===== src/rtl/axi_read_arbiter.sv =====
// Two-master to one-slave AXI read arbiter: one outstanding burst at a time,
// round-robin between masters when both request together, R beats routed by the registered grant.
module axi_read_arbiter #(
   parameter int unsigned IDW   = 4,
   parameter int unsigned ADDRW = 32,
   parameter int unsigned DATAW = 32,
   parameter int unsigned LENW  = 4
) (
   input  logic                 ACLK,
   input  logic                 ARESETn,

   input  logic [2*IDW-1:0]     M_ARID,
   input  logic [2*ADDRW-1:0]   M_ARADDR,
   input  logic [2*LENW-1:0]    M_ARLEN,
   input  logic [1:0]           M_ARVALID,
   output logic [1:0]           M_ARREADY,
   output logic [IDW-1:0]       M_RID,
   output logic [DATAW-1:0]     M_RDATA,
   output logic [1:0]           M_RRESP,
   output logic                 M_RLAST,
   output logic [1:0]           M_RVALID,
   input  logic [1:0]           M_RREADY,

   output logic [IDW:0]         S_ARID,
   output logic [ADDRW-1:0]     S_ARADDR,
   output logic [LENW-1:0]      S_ARLEN,
   output logic                 S_ARVALID,
   input  logic                 S_ARREADY,
   input  logic [IDW:0]         S_RID,
   input  logic [DATAW-1:0]     S_RDATA,
   input  logic [1:0]           S_RRESP,
   input  logic                 S_RLAST,
   input  logic                 S_RVALID,
   output logic                 S_RREADY
);

   typedef enum logic [1:0] {
      IDLE = 2'd0,
      ADDR = 2'd1,
      DATA = 2'd2
   } state_t;

   state_t state;
   logic   g;
   logic   p;

   logic             in_addr;
   logic             in_data;
   logic             grant_next;
   logic             sel_arvalid;
   logic [IDW-1:0]   sel_arid;
   logic [ADDRW-1:0] sel_araddr;
   logic [LENW-1:0]  sel_arlen;
   logic             ar_hs;
   logic             r_done;

   // The slave's ID MSB echoes the grant, but routing trusts the registered grant alone.
   logic unused_rid_msb;
   assign unused_rid_msb = S_RID[IDW];

   // Gating with ARESETn keeps every output low while reset is held, even before the first edge.
   assign in_addr = ARESETn && (state == ADDR);
   assign in_data = ARESETn && (state == DATA);

   assign grant_next  = (M_ARVALID == 2'b11) ? p : M_ARVALID[1];

   assign sel_arvalid = M_ARVALID[g];
   assign sel_arid    = g ? M_ARID[2*IDW-1:IDW]       : M_ARID[IDW-1:0];
   assign sel_araddr  = g ? M_ARADDR[2*ADDRW-1:ADDRW] : M_ARADDR[ADDRW-1:0];
   assign sel_arlen   = g ? M_ARLEN[2*LENW-1:LENW]    : M_ARLEN[LENW-1:0];

   assign ar_hs  = in_addr && sel_arvalid && S_ARREADY;
   assign r_done = in_data && S_RVALID && M_RREADY[g] && S_RLAST;

   // NOTE: state registers use non-blocking assignments so every flop samples pre-edge values.
   always_ff @(posedge ACLK) begin
      if (!ARESETn) begin
         state <= IDLE;
         g     <= 1'b0;
         p     <= 1'b0;
      end else begin
         case (state)
            IDLE: begin
               if (|M_ARVALID) begin
                  g     <= grant_next;
                  state <= ADDR;
               end
            end
            ADDR: begin
               if (ar_hs) state <= DATA;
            end
            DATA: begin
               if (r_done) begin
                  p     <= ~g;
                  state <= IDLE;
               end
            end
            default: state <= IDLE;
         endcase
      end
   end

   // NOTE: every output gets a default first so no path through this block infers a latch.
   always_comb begin
      S_ARVALID = 1'b0;
      S_ARID    = '0;
      S_ARADDR  = '0;
      S_ARLEN   = '0;
      M_ARREADY = 2'b00;
      M_RVALID  = 2'b00;
      S_RREADY  = 1'b0;
      M_RID     = '0;
      M_RDATA   = '0;
      M_RRESP   = 2'b00;
      M_RLAST   = 1'b0;

      if (in_addr) begin
         S_ARVALID    = sel_arvalid;
         S_ARID       = {g, sel_arid};
         S_ARADDR     = sel_araddr;
         S_ARLEN      = sel_arlen;
         M_ARREADY[g] = S_ARREADY;
      end

      if (in_data) begin
         M_RVALID[g] = S_RVALID;
         S_RREADY    = M_RREADY[g];
         M_RID       = S_RID[IDW-1:0];
         M_RDATA     = S_RDATA;
         M_RRESP     = S_RRESP;
         M_RLAST     = S_RLAST;
      end
   end

endmodule


===== config.mk =====
export PLATFORM = sky130hd
export DESIGN_NAME = axi_read_arbiter
export DESIGN_NICKNAME = d
export VERILOG_FILES = /design/src/rtl/axi_read_arbiter.sv
export SDC_FILE = /design/constraint.sdc
export NUM_CORES = 1
export LEC_CHECK = 0
export ABC_AREA = 1
export CORE_AREA = 2 2 83 85
export CTS_BUF_LIST = sky130_fd_sc_hd__clkbuf_16
export DETAILED_ROUTE_END_ITERATION = 8
export DIE_AREA = 0 0 85 87
export HOLD_SLACK_MARGIN = 0.15
export PLACE_DENSITY = 0.77
export SKIP_CTS_REPAIR_TIMING = 1
export SYNTH_ARGS = -nofsm -noshare
export SYNTH_HDL_FRONTEND = slang
export SYNTH_SLANG_ARGS = --single-unit

===== constraint.sdc =====
create_clock -name ACLK -period 1.15 [get_ports ACLK]
set_input_delay 0.115 -clock ACLK [delete_from_list [all_inputs] [get_ports ACLK]]
set_output_delay 0.115 -clock ACLK [all_outputs]
set_load 0.005 [all_outputs]

==> run_results.csv <==
group,metric,value,unit
floorplan,die_h,87,µm
worst_setup_path,crit_arrival,1460,ps
timing,finalWorstSetupSlack,-429,ps
power,p_clk_frac,0.292,
status,violations,"negative setup slack",
worst_setup_path,rr_endpoint,"p",
min_path,min_path_type,"input port to flip-flop",
global_routing,grt_pass1_wl,10300,µm
final_layout,ff_latch_area,86.3,µm²
final_layout,multi_input_area,1070,µm²
global_routing,grt-ovfl-total,0,
synth,syn-num-nets,394,
clock_network,h-tree-depth,1,
final_layout,drive_gt1_frac,0.393,
route,met3_length,702,µm
route,avgRoutedWirePerCell,12.4,µm
timing,worst_pin_slew,235,ps
route,drc_errors,0,
synth,ys_types,18,
timing,max_clock_freq,633,MHz
global_routing,grt_max_degree,36,
timing,rsz0062_at_grt,"yes",
global_routing,first_global_vias,2304,
final_layout,area_growth,173,%
timing,maxSlewViolCount,0,
timing,setup_viol,86,
clock_network,cts-root-buf,"clkbuf_16",
floorplan,rows,30,
min_path,worstHoldPathCells,3,
floorplan,die_area,7400,µm²
worst_setup_path,critPathCaptureType,"output port",
flow_run,drv_cap,0,
global_routing,grtUsageTotal,0.167,
timing,fin_crit_sh,1.37,
timing,hold_viol,0,
power,leakage,0.00223,µW
power,powerDensity,473,nW/µm²
floorplan,core-area,6570,µm²
power,switchingPower,530,µW
route,wl,7390,µm
worst_setup_path,critical_path_class,"flip-flop to output port",
route,ant_nets,0,
timing,slew_headroom,0.841,
global_routing,antenna_found_initial,0,
route,met2_length,3950,µm
final_layout,fillers,637,
final_layout,layoutNonFillerInstCount,596,
power,power.share.sequential,0.086,
synth,avgSynthCellArea,5.35,µm²
route,drt_first_pass_iters,4,
floorplan,die_x,85,µm
worst_setup_path,r2r_slack,50,ps
power,switching_share,0.289,
clock_network,clock_latency,220,ps
route,dr.max_layer_used,"met4",
clock_network,clk_pin_slew,30,ps
clock_network,clk_path_buf_depth,2,
min_path,min_to,"p",
route,vias_per_cell,4.23,
final_layout,layout.nets,646,
floorplan,start_util,0.217,
min_path,hold_start,"ARESETn",
power,ir_drop,0.593,mV
synth,synth_area,1420,µm²
power,pwr-share-comb,0.622,
route,wl_met1,2640,µm
worst_setup_path,crit_fanout,6,
clock_network,cts_tree,"done",
worst_setup_path,worstPathRequired,1030,ps
timing,min_period,1580,ps
placement,dp_hpwl,5690,µm
floorplan,io_pins,214,
worst_setup_path,r2r-start,"g",
power,internal_power,1310,µW
route,num_vias,2522,
synth,ys_warn_count,0,
placement,placed_cell_area,3720,µm²
final_layout,num_antenna_cells,0,
worst_setup_path,reg2reg_depth,8,
status,outcome,"finished, violations left",
placement,placed_cells,565,
clock_network,cts_sinks,4,
route,first_iter_violations,76,
placement,gp_congestion,0.779,
synth,yosys_register_bits,4,
timing,finClkSkew,0.923,ps
worst_setup_path,cp-startpoint,"state[1]",
synth,netlist_instances,266,
worst_setup_path,cp-start-kind,"flip-flop",
synth,ys_seq_area_frac,0.0563,
clock_network,numCtsBuffers,3,
placement,io_buffers,212,
final_layout,design_area,3880,µm²
## cells by family (layout without fill, tap and decap cells)
kind of cell | after synthesis | after routing | share of synthesized area
AOI/OAI and AO/OA | 46 | 46 | 0.270
buffers and inverters | 69 | 319 | 0.238
DFF | 4 | 4 | 0.0563
and+or+nand+nor | 147 | 147 | 0.435
## layout by cell type, fill, tap and decap left out
cell             count
clkdlybuf4s50_1    125
nand2_1             88
inv_1               47
a21oi_2             41
buf_2               36
clkbuf_2            34
buf_4               32
nor2_1              29
dlymetal6s2s_1      17
nor2_2              14
buf_6               12
nand2_2              5
clkbuf_16            5
nand2_4              3
buf_12               3
buf_8                3
inv_2                2
nor2_4               2
inv_4                2
a21oi_4              2
nor3_1               2
nand3_2              2
a21oi_1              2
dfxtp_2              2
inv_8                1
nor3_2               1
o21ai_0              1
nand3_1              1
dfxtp_4              1
dfxtp_1              1
## sequential cells by signal, indices dropped and copies added, names as in the netlist
register  count
g             1
state         2
p             1
## metrics by stage
stage / TNS (ps) / utilization / hold slack, ps / total power (µW) / setup WS, ps
after global routing: -30650 / 0.591 / 205 / 1940 / -498
after floorplan: 0 / - / 235 / 512 / 174
after CTS: -56260 / 0.578 / 492 / 1740 / -715
after detailed placement: -55560 / 0.566 / 545 / 1190 / -703
final: -24860 / 0.591 / 183 / 1840 / -429
after global placement: -55340 / 0.566 / 527 / 1180 / -696
## critical path, stage by stage (launching register included)
cell and delay [ps]:
dfxtp_2 320, inv_2 50, nand2_2 60, nor2_4 140, inv_4 70, clkbuf_16 160
buf_8 120, buf_4 120, a21oi_2 80, buf_2 120
## synthesized netlist by cell type
cell / count / area (µm²)
a21oi_1: 4 / 20.0
a21oi_2: 41 / 359
buf_2: 7 / 35.0
buf_4: 1 / 7.51
buf_6: 9 / 101
dfxtp_1: 4 / 80.1
inv_1: 47 / 176
inv_2: 5 / 18.8
nand2_1: 91 / 342
nand2_2: 4 / 25.0
nand2_4: 1 / 11.3
nand3_1: 2 / 10.0
nand3_2: 1 / 10.0
nor2_1: 34 / 128
nor2_2: 9 / 56.3
nor2_4: 2 / 22.5
nor3_1: 3 / 15.0
o21ai_0: 1 / 5.00
## final cells by class
cell class              instances  area share
flip-flops and latches          4      0.0223
repair buffers                264       0.604
clock buffers                   3      0.0193
multi-input cells             193       0.275
well taps                      80      0.0258
inverters                      52      0.0535
## how the worst max path moves through the flow
stage | cells past startpoint | to | slack, ps
2_1_floorplan | 4 | S_ARADDR[0] | 170
3_3_place_gp | 7 | S_ARADDR[19] | -700
3_5_place_dp | 7 | S_ARADDR[22] | -700
4_1_cts | 7 | S_ARADDR[22] | -710
5_1_grt | 9 | S_ARADDR[25] | -500
6_report | 9 | S_ARADDR[25] | -430
## power by group through the flow
stage	Clock [µW]	Sequential [µW]	Combinational, µW
after floorplan	0	154	358
after global placement	0	157	1020
after detailed placement	0	157	1040
after CTS	544	155	1040
after global routing	549	160	1230
final	535	158	1140
## metal layers
| layer | vias up | global-route usage |
|---|---|---|
| met1 | 1086 | 0.176 |
| met3 | 10 | 0.0436 |
| met5 | - | 0 |
| met2 | 138 | 0.332 |
| li1 | 1288 | - |
| met4 | 0 | 0.0332 |
(Power assumes the default switching activity.)
==> patch 1 (config.mk and constraints unchanged) <==
Re-encode `state_t` (3 states) as one-hot, 3 bits wide.
--- a/src/rtl/axi_read_arbiter.sv
+++ b/src/rtl/axi_read_arbiter.sv
@@ -36,6 +36,6 @@
 
-   typedef enum logic [1:0] {
-      IDLE = 2'd0,
-      ADDR = 2'd1,
-      DATA = 2'd2
+   typedef enum logic [2:0] {
+      IDLE = 3'b001,
+      ADDR = 3'b010,
+      DATA = 3'b100
    } state_t;
Function: no difference found for any inputs over 10 cycles, from zero or initial values and one cycle with ARESETn low; not proved beyond that.
==> patch 1 against the original RTL <==
  * The run still ends with negative setup slack left
  * Wire length is 5.7% higher
  * Combinational power down 12%
  * Power down 3.2%
  * Sequential cell count increased by 1
  * Clock power up 5.8%
  * Synthesized area shrank 7.5%
  * Cell count down 1.8%
  * Maximum frequency grew 2.1%
  * Design area is 3.9% lower
  * Setup slack better by 32 ps
  * Critical path type unchanged
  * Largest cell class unchanged
==> patch 1: results (changes against the original RTL) <==
* VDD IR max at 0.358 mV (-40%)
* Num CTS Buffers at 3 (unchanged)
* Regs by FF count: state x3, g x1, p x1
* Placed Cells at 572 (+1.2%)
* Synth unique cells at 22 (+4)
* Critical Path Max Stage Delay at 330 ps
* Primary FF master, synth: dfxtp_1
* Ys Warns at 0 (unchanged)
* Initial DRC count at 33 (-57%)
* First-pass GRT wire length at 10.1 mm (-2.6%)
* Status: finished with violations
* CP top delay family: simple AND/OR/NAND/NOR gates
* GRT Total Usage at 16.7% (-0.082 points)
* Setup Total Neg Slack at -29510 ps (-4650 ps)
* Fin cells at 585 (-1.8%)
* Via Count at 2521 (-0.040%)
* Final core utilization at 56.8% (-2.3 points)
* Wire per inst at 13.3 um (+7.7%)
* Lkg Pwr at 2.05 nW (-8.1%)
* Finish-stage setup viols at 89 (+3.5%)
* Vias in the first global route at 2260 (-1.9%)
* Post-DP HPWL at 5.97 mm (+5.0%)
* Worst skew pair latency at 230 ps
* Top cells by area, synth: nand2_1, inv_1, a21oi_1
* Top cells by count, synth: nand2_1, inv_1, nor2_1, a21oi_1, a21oi_2
* Hold Path Class: input port to flop
* Syn nets at 401 (+1.8%)
* Part of the Yosys area used for sequential elements at 7.60% (+2.0 points)
* Max FO, Critical Path at 11 (+5)
* Placed instance area at 3660 sq um (-1.5%)
* Pre-CTS setup slack at -794 ps (-91.1 ps)
* Largest net degree at the start of global routing at 35 (-2.8%)
* Mean Syn Cell Area at 4.82 sq um (-9.8%)
* Violated checks: negative setup slack
* Power density cells at 477 nW/um^2 (+0.74%)
* Slew Limit Headroom at 84.2% (+0.087 points)
* Worst Clk Skew at 1.59 ps (+0.665 ps)
* Nets at 634 (-1.9%)
* GPL Wtd Cong at 0.790 (+1.3%)
* Fillers at 655 (+2.8%)
* Share of layout cells above drive strength 1 at 35.6% (-3.7 points)
* Final WS setup at -397 ps (+32.3 ps)
## patch 1: cell count changes in the layout (fill, tap and decap cells not counted), sizes merged, moves of 4 or more
cell / change
buf: -25
clkbuf: +11
inv: +4
dlymetal6s2s: -7
nand2: -4
## patch 1: logic make-up after synthesis
family	count (synthesis)	synth area share [%]
DFF	5	7.60
and+or+nand+nor	146	44.0
AOI/OAI and AO/OA	50	22.6
buffers and inverters	72	25.8
## patch 1: routing by layer
layer | global-route usage [%] | part of all wire [%] | vias up | wire length (um)
met5 | 0 | 0 | - | 0
met4 | 3.61 | 0.46 | 0 | 36
met3 | 4.64 | 8.8 | 2 | 689
met2 | 32.1 | 53 | 132 | 4110
met1 | 18.0 | 38 | 1109 | 2970
li1 | - | - | 1278 | -
## patch 1: final cells by class
cell class / instances / share of cell area [%]
Timing Repair inverter: 1 / 0.168
Sequential cell: 5 / 2.85
Clock buffer: 3 / 2.01
Inverter: 55 / 5.81
Timing Repair Buffer: 244 / 57.9
Tap cell: 80 / 2.68
Clock inverter: 1 / 0.101
Multi-Input combinational cell: 196 / 28.5
## patch 1: worst paths after layout
kind	slack, ps	end	cells after the start	startpoint
max reg2reg	-110	p	7	g
min	460	p	3	ARESETn
max	-400	M_RDATA[17]	7	state[1]
min reg2reg	550	p	2	p
## patch 1: power breakdown
group	internal, mW	total (mW)	switching [mW]
clock	0.451	0.566	0.116
sequential	0.190	0.208	0.0186
combinational	0.623	1.00	0.380
total	1.26	1.78	0.515
## patch 1: tightest hold or removal path, stage by stage
cell,delay (ps)
clkdlybuf4s50_1,410
o21ai_0,80
nor2_1,40
==> patch 2 (config.mk and constraints unchanged) <==
Without the edit above. `IDW`: 4 -> 8.
--- a/src/rtl/axi_read_arbiter.sv
+++ b/src/rtl/axi_read_arbiter.sv
@@ -3,3 +3,3 @@
 module axi_read_arbiter #(
-   parameter int unsigned IDW   = 4,
+   parameter int unsigned IDW   = 8,
    parameter int unsigned ADDRW = 32,
Ports: changed (resized M_ARID, M_RID, S_ARID and S_RID); port bits go from 214 to 234. The function was not compared with the original's and may differ.
==> patch 2 against the original RTL <==
  * The flow still finishes with violations (negative setup slack)
  * Power rose by 3.5%
  * Wire length increased by 14%
  * Combinational power up 4%
  * Synthesized area rose by 7.3%
  * Sequential cell count did not move
  * Design area increased by 5.5%
  * Die area did not move
  * First-iteration DRC count decreased by 53%
  * Setup slack better by 120 ps
==> patch 2: results (changes against the original RTL) <==
* Top cells by area, synth: nand2_1, a21oi_2, inv_1
* CP startpoint: state[0]
* WP data arrival at 1350 ps (-110 ps)
* Post-DP HPWL at 6.15 mm (+8.2%)
* Finish-stage setup viols at 97 (+13%)
* Max FO, Critical Path at 23 (+17)
* Top cells by count, synth: nand2_1, inv_1, nor2_1, a21oi_2, buf_6
* Via Count at 2669 (+5.8%)
* GPL Wtd Cong at 0.788 (+1.1%)
* Slew Limit Headroom at 84.9% (+0.74 points)
* Worst hold slack at 182 ps (-0.695 ps)
* Power Internal at 1.31 mW (+0.24%)
* Nets at 680 (+5.3%)
* Critical Path Max Stage Delay at 350 ps (+30 ps)
* Fin cells at 618 (+3.7%)
* Syn nets at 428 (+8.6%)
* Placed instance area at 3970 sq um (+6.7%)
* Status: finished with violations
* Wire per inst at 13.6 um (+9.6%)
* Largest net degree at the start of global routing at 47 (+31%)
* PortBufs at 232 (+9.4%)
* Lkg Pwr at 2.10 nW (-5.7%)
* Share of layout cells above drive strength 1 at 43.9% (+4.5 points)
* Violated checks: negative setup slack
* Worst Clk Skew at 0.349 ps (-0.574 ps)
* R2r setup slk at -70 ps (-120 ps)
* Part of the Yosys area used for sequential elements at 5.25% (-0.38 points)
* Final WS setup at -312 ps (+117 ps)
* Setup Total Neg Slack at -24970 ps (-110 ps)
* Placed Cells at 601 (+6.4%)
* FF-to-FF End: state[1]
* Vias in the first global route at 2516 (+9.2%)
* Pre-CTS setup slack at -736 ps (-32.8 ps)
* VDD IR max at 0.631 mV (+6.4%)
* GRT Total Usage at 18.7% (+1.9 points)
* CP max stage cell: dfxtp_4
* Compound-cell area share of the yosys netlist at 26.2% (-0.77 points)
* Sw Share at 31.1% (+2.3 points)
[patch 2: changes by cell type in the layout (fill, tap and decap cells not counted), moves of 12 or more]
cell,change
nor2_1,-20
buf_2,+30
dlymetal6s2s_1,-14
nor2_2,+15
clkdlybuf4s50_1,+12
buf_4,-18
[patch 2: per-layer routing]
| layer | share of wire, % | GRT usage (%) | routed length (um) | up-vias |
|---|---|---|---|---|
| li1 | - | - | - | 1356 |
| met1 | 38 | 21.7 | 3200 | 1213 |
| met2 | 55 | 34.1 | 4590 | 90 |
| met3 | 6.1 | 4.45 | 511 | 10 |
| met4 | 1.1 | 4.91 | 96 | 0 |
| met5 | 0 | 0 | 0 | - |
[patch 2: cell type report]
cell class                 instances  area [sq um]
clock buffer                       3          75.1
fill                             601          2470
inverter                          56           238
multi-input combinational        209          1270
sequential                         4          88.8
tap                               80           100
timing repair buffer             263          2290
timing repair inverter             3          38.8
